$ cat config.mk
export PLATFORM = sky130hd
export DESIGN_NAME = shift_unit
export DESIGN_NICKNAME = d
export VERILOG_FILES = /design/src/rtl/shift_pkg.sv /design/src/rtl/shift_reg.sv /design/src/rtl/shift_unit.sv /design/src/rtl/shift_ctrl.sv
export SDC_FILE = /design/constraint.sdc
export NUM_CORES = 1
export LEC_CHECK = 0
export BUFFER_PORTS_ARGS = -buffer_cell sky130_fd_sc_hd__buf_2
export CORE_ASPECT_RATIO = 0.75
export CORE_MARGIN = 1.5
export CORE_UTILIZATION = 30
export DETAILED_ROUTE_END_ITERATION = 12
export PLACE_DENSITY = 0.51
export SLEW_MARGIN = 10
export SYNTH_ARGS = -nofsm -noshare
export SYNTH_HDL_FRONTEND = slang
export SYNTH_SLANG_ARGS = --single-unit
$ cat constraint.sdc
create_clock -name clk -period 2.2 [get_ports clk]
set_clock_uncertainty 0.15 [all_clocks]
set_input_delay 0.44 -clock clk [delete_from_list [all_inputs] [get_ports clk]]
set_output_delay 0.44 -clock clk [all_outputs]
set_load 0.05 [all_outputs]
$ cat src/rtl/shift_pkg.sv
// rtl/shift_pkg.sv - shared mode, direction and state definitions for the shift sequencer
package shift_pkg;

    localparam logic [1:0] MODE_HOLD  = 2'b00;
    localparam logic [1:0] MODE_RIGHT = 2'b01;
    localparam logic [1:0] MODE_LEFT  = 2'b10;
    localparam logic [1:0] MODE_LOAD  = 2'b11;

    localparam logic DIR_RIGHT = 1'b0;
    localparam logic DIR_LEFT  = 1'b1;

    typedef enum logic [2:0] {
        ST_IDLE    = 3'd0,
        ST_LOAD    = 3'd1,
        ST_SHIFT   = 3'd2,
        ST_CAPTURE = 3'd3,
        ST_RESP    = 3'd4
    } state_t;

    function automatic logic [1:0] shift_mode(input logic dir);
        return (dir == DIR_LEFT) ? MODE_LEFT : MODE_RIGHT;
    endfunction

endpackage

$ cat src/rtl/shift_reg.sv
// rtl/shift_reg.sv - 8-bit universal shift register (hold / right / left / load), no reset
module shift_reg
    import shift_pkg::*;
#(
    parameter int WIDTH = 8
) (
    input  logic             clk,
    input  logic [1:0]       i_mode,
    input  logic [WIDTH-1:0] i_data,
    input  logic             i_serial,
    output logic [WIDTH-1:0] o_data
);

    logic [WIDTH-1:0] r_q;

    always_ff @(posedge clk) begin
        case (i_mode)
            MODE_LOAD:  r_q <= i_data;
            MODE_RIGHT: r_q <= {i_serial, r_q[WIDTH-1:1]};
            MODE_LEFT:  r_q <= {r_q[WIDTH-2:0], i_serial};
            default:    r_q <= r_q;
        endcase
    end

    assign o_data = r_q;

endmodule

$ cat src/rtl/shift_unit.sv
// rtl/shift_unit.sv - sequencer plus the shift register it drives, as one end-to-end block
module shift_unit
    import shift_pkg::*;
#(
    parameter int WIDTH = 8,
    parameter int CNT_W = 4
) (
    input  logic             clk,
    input  logic             reset,
    input  logic             cmd_valid,
    output logic             cmd_ready,
    input  logic [WIDTH-1:0] cmd_data,
    input  logic             cmd_dir,
    input  logic             cmd_fill,
    input  logic [CNT_W-1:0] cmd_count,
    output logic             res_valid,
    input  logic             res_ready,
    output logic [WIDTH-1:0] res_data,
    output logic             busy
);

    logic [1:0]       w_s;
    logic [WIDTH-1:0] w_i;
    logic             w_r;
    logic [WIDTH-1:0] w_sr_o;

    shift_ctrl #(.WIDTH(WIDTH), .CNT_W(CNT_W)) u_ctrl (
        .clk       (clk),
        .reset     (reset),
        .cmd_valid (cmd_valid),
        .cmd_ready (cmd_ready),
        .cmd_data  (cmd_data),
        .cmd_dir   (cmd_dir),
        .cmd_fill  (cmd_fill),
        .cmd_count (cmd_count),
        .s         (w_s),
        .i         (w_i),
        .r         (w_r),
        .sr_o      (w_sr_o),
        .res_valid (res_valid),
        .res_ready (res_ready),
        .res_data  (res_data),
        .busy      (busy)
    );

    shift_reg #(.WIDTH(WIDTH)) u_sr (
        .clk      (clk),
        .i_mode   (w_s),
        .i_data   (w_i),
        .i_serial (w_r),
        .o_data   (w_sr_o)
    );

endmodule

$ cat src/rtl/shift_ctrl.sv
// rtl/shift_ctrl.sv - command sequencer: load a byte, shift it N times, return the result
module shift_ctrl
    import shift_pkg::*;
#(
    parameter int WIDTH = 8,
    parameter int CNT_W = 4
) (
    input  logic             clk,
    input  logic             reset,
    input  logic             cmd_valid,
    output logic             cmd_ready,
    input  logic [WIDTH-1:0] cmd_data,
    input  logic             cmd_dir,
    input  logic             cmd_fill,
    input  logic [CNT_W-1:0] cmd_count,
    output logic [1:0]       s,
    output logic [WIDTH-1:0] i,
    output logic             r,
    input  logic [WIDTH-1:0] sr_o,
    output logic             res_valid,
    input  logic             res_ready,
    output logic [WIDTH-1:0] res_data,
    output logic             busy
);

    localparam logic [CNT_W-1:0] MAX_COUNT = CNT_W'(WIDTH);

    state_t           r_state;
    logic [WIDTH-1:0] r_data;
    logic             r_dir;
    logic             r_fill;
    logic [CNT_W-1:0] r_remaining;
    logic [1:0]       r_s;
    logic [WIDTH-1:0] r_i;
    logic             r_r;
    logic [WIDTH-1:0] r_res_data;
    logic [CNT_W-1:0] w_count_clamped;

    assign w_count_clamped = (cmd_count > MAX_COUNT) ? MAX_COUNT : cmd_count;

    // s/i/r are loaded with the values belonging to the state being entered,
    // so the shift register sees them for exactly the cycle that state lasts.
    always_ff @(posedge clk or negedge reset) begin
        if (!reset) begin
            r_state     <= ST_IDLE;
            r_data      <= '0;
            r_dir       <= 1'b0;
            r_fill      <= 1'b0;
            r_remaining <= '0;
            r_s         <= MODE_HOLD;
            r_i         <= '0;
            r_r         <= 1'b0;
            r_res_data  <= '0;
        end else begin
            case (r_state)
                ST_IDLE: begin
                    if (cmd_valid) begin
                        r_data      <= cmd_data;
                        r_dir       <= cmd_dir;
                        r_fill      <= cmd_fill;
                        r_remaining <= w_count_clamped;
                        r_s         <= MODE_LOAD;
                        r_i         <= cmd_data;
                        r_r         <= 1'b0;
                        r_state     <= ST_LOAD;
                    end
                end
                ST_LOAD: begin
                    if (r_remaining != '0) begin
                        r_s     <= shift_mode(r_dir);
                        r_r     <= r_fill;
                        r_state <= ST_SHIFT;
                    end else begin
                        r_s     <= MODE_HOLD;
                        r_r     <= 1'b0;
                        r_state <= ST_CAPTURE;
                    end
                end
                ST_SHIFT: begin
                    r_remaining <= r_remaining - 1'b1;
                    if (r_remaining == CNT_W'(1)) begin
                        r_s     <= MODE_HOLD;
                        r_r     <= 1'b0;
                        r_state <= ST_CAPTURE;
                    end
                end
                ST_CAPTURE: begin
                    r_res_data <= sr_o;
                    r_state    <= ST_RESP;
                end
                ST_RESP: begin
                    if (res_ready) begin
                        r_i     <= '0;
                        r_state <= ST_IDLE;
                    end
                end
                default: begin
                    r_s     <= MODE_HOLD;
                    r_i     <= '0;
                    r_r     <= 1'b0;
                    r_state <= ST_IDLE;
                end
            endcase
        end
    end

    assign s         = r_s;
    assign i         = r_i;
    assign r         = r_r;
    assign res_data  = r_res_data;
    assign cmd_ready = (r_state == ST_IDLE);
    assign busy      = (r_state != ST_IDLE);
    assign res_valid = (r_state == ST_RESP);

endmodule

==> metrics.txt <==
DRC errors left=0; Post-DRT Antenna Nets=0; nature of the critical path startpoint=flop; number of primary I/O pins=29; clock transition time at the flip-flop clock pins of the worst setup and hold paths=0.07 ns; Total Routed Length=3.68 mm; number of standard cells in the layout, taps in and fillers out=274; total via count after detailed routing=1245; Final Hold Fails=0; number of clock sinks seen by CTS=36; total routing resource utilization after global routing=12.6%; number of I/O port buffers=28; average vias per placed instance=4.54; placed cells=266; syn_area_per_cell=11.0 um^2; fraction of registers with async set/reset=77.8%; element type at the critical path end=output port; most numerous cell in the Yosys netlist=sky130_fd_sc_hd__dfrtp_1; Data required, critical path=1.61 ns; ranking of synthesized cells by area=sky130_fd_sc_hd__dfrtp_1 (39%), sky130_fd_sc_hd__edfxtp_1 (13%), sky130_fd_sc_hd__mux2_2 (7.5%); RSZ-0062 raised after global routing=false; number of max-slew violations in the final report=0; Max Buffers Root-to-Sink=2; global route total overflow=0; post-synthesis cell area=1810 um^2; number of nets in the layout=218; count of synthesis-stage warnings from yosys=0; clk_lat worst skew=0.29 ns; syn nets=187; Fmax achieved=466 MHz; layout-stage area growth over the synthesis result=18.4%; area share of the largest cell type after synthesis=38.8%; number of core rows=24; antenna violations before repair=0; Slew @ Worst Pin=0.658 ns; CP Data Arrival Time=1.56 ns; outcome=finished, final reports clean; worst voltage drop across the vdd grid=0.466 mV; RD Place Congestion=0.755; layout cell share with drive strength beyond 1=30.1%; Tmin final=2.15 ns; root cell of the clock tree=sky130_fd_sc_hd__clkbuf_8; smallest hold slack=0.0206 ns; area of the placeable core=5830 um^2; cell count after synthesis=164; Synth cell types=39; Detailed Place HPWL=2.69 mm; worst-case headroom to the max-slew limit=56.1%; crit path max fanout=15; vias in the first global route=1233; final cycle utilization of the critical path=97.6%; leakage component of the power=0.964 nW; WL per Instance=13.4 um; first-pass GRT wire length=6.20 mm; total number of H-tree levels=2; maximum number of pins on one net before global-route repair=29; pwr dens=1770 nW/um^2; Die Height=70.2 um; initial standard-cell utilization of the core=31.0%; number of fill cells=590; TritonCTS clock tree=done; most used flip-flop cell after synthesis=sky130_fd_sc_hd__dfrtp_1; Post-CTS Repair Setup Buffers=0; max cap viols=0; number of inserted diodes=0; total of flip-flops plus latches after synthesis=36; first drt pass iteration count=4; fraction of the yosys area taken by sequential cells=52.1%; type of the worst min-delay path=primary input to async pin; final core utilization=36.7%; final sum of negative setup slack=0 ns; violation count after the first detailed-routing iteration=105; final setup violation count=0; Post-synth EDFFs=8; commonest cells in the netlist=sky130_fd_sc_hd__dfrtp_1 (28), sky130_fd_sc_hd__inv_1 (16), sky130_fd_sc_hd__nor2_1 (14), sky130_fd_sc_hd__mux2_2 (12); type of the worst setup path=flop to output port; Num CTS Buffers=5; cell type with the highest aggregate area in the netlist=sky130_fd_sc_hd__dfrtp_1; horizontal extent of the die=92.6 um; die area=6500 um^2
## path summary, 6_finish.rpt
path	cells after the start	from	to	slack, ns
min in group clk	2	cmd_count[2]	u_ctrl.r_remaining[2]	0.21
worst min register to register	1	u_ctrl.res_data[1]	u_ctrl.res_data[1]	0.36
worst max register to register	4	u_ctrl.r_state[2]	u_ctrl.s[0]	0.40
worst max-delay path	3	u_ctrl.r_state[0]	cmd_ready	0.05
max in group asynchronous	1	reset	u_ctrl.r_state[0]	1.42
worst min-delay path	1	reset	u_ctrl.r_remaining[1]	0.02
## layout make-up
cell class / instances / area (um^2) / area share (%)
Sequential cell: 36 / 942 / 44.1
Multi-Input combinational cell: 102 / 748 / 35.0
Timing Repair Buffer: 33 / 178 / 8.31
Tap cell: 78 / 97.6 / 4.57
Clock buffer: 6 / 72.6 / 3.40
Inverter: 17 / 63.8 / 2.99
Clock inverter: 2 / 35.0 / 1.64
## routing by layer
layer	wire length [um]	up-vias	GRT usage (%)
met2	1400	36	15.9
met3	209	4	3.05
li1	-	638	-
met4	73	0	7.18
met1	2000	567	18.9
met5	0	-	0
## critical path: stages, from the launching register on
cell	delay (ns)
sky130_fd_sc_hd__dfrtp_2	0.50
sky130_fd_sc_hd__or3_1	0.40
sky130_fd_sc_hd__clkinv_1	0.10
sky130_fd_sc_hd__buf_2	0.26
## registers in the layout, indices dropped and copies added (netlist names)
| signal | flops |
|---|---|
| u_ctrl.i | 8 |
| u_ctrl.r | 1 |
| u_ctrl.r_dir | 1 |
| u_ctrl.r_fill | 1 |
| u_ctrl.r_remaining | 4 |
| u_ctrl.r_state | 3 |
| u_ctrl.res_data | 8 |
| u_ctrl.s | 2 |
| u_sr.o_data | 8 |
## report_power, final
group          total, W  switching (W)  internal, W  leakage, nW
registers       0.00133       0.000250      0.00107        0.433
logic           0.00188        0.00115     0.000729        0.476
clock network  0.000582       0.000245     0.000336       0.0552
## timing repair
| action | 4_1_cts | 5_1_grt |
|---|---|---|
| endpoints found under the setup margin | 1 | 0 |
| hold buffers | 0 | 0 |
| gates resized for setup | 1 | 0 |
## cell families after synthesis
kind of cell / Yosys count / synth area share, %
compound gates: 31 / 11.7
xor+xnor: 1 / 0.485
fa+ha+maj: 5 / 3.47
buf+inv: 26 / 6.44
flops: 36 / 52.1
mux: 21 / 12.5
simple gates: 44 / 13.3
## layout by cell type, fill, tap and decap left out, types with 3 or more instances in the layout
cell / Yosys / final
sky130_fd_sc_hd__nand2_1: 10 / 10
sky130_fd_sc_hd__edfxtp_1: 8 / 8
sky130_fd_sc_hd__a22oi_1: 8 / 8
sky130_fd_sc_hd__buf_4: 0 / 5
sky130_fd_sc_hd__mux2i_1: 9 / 9
sky130_fd_sc_hd__ha_1: 5 / 5
sky130_fd_sc_hd__clkbuf_8: 0 / 5
sky130_fd_sc_hd__a21oi_1: 10 / 10
sky130_fd_sc_hd__mux2_2: 12 / 12
sky130_fd_sc_hd__inv_1: 16 / 16
sky130_fd_sc_hd__o21ai_0: 3 / 3
sky130_fd_sc_hd__dfrtp_1: 28 / 27
sky130_fd_sc_hd__nor2_1: 14 / 14
sky130_fd_sc_hd__buf_2: 3 / 28
## metrics by stage
stage	setup slack (ns)	power, W	area [um^2]
CTS	0.0480	0.00382	2140
detailed placement	0.304	0.00323	2030
finish	0.0526	0.00379	2140
global route	0.00473	0.00408	2140
floorplan	0.146	0.00278	1810
global placement	0.317	0.00324	2030
Note: power is estimated with default switching activity, not from simulation.
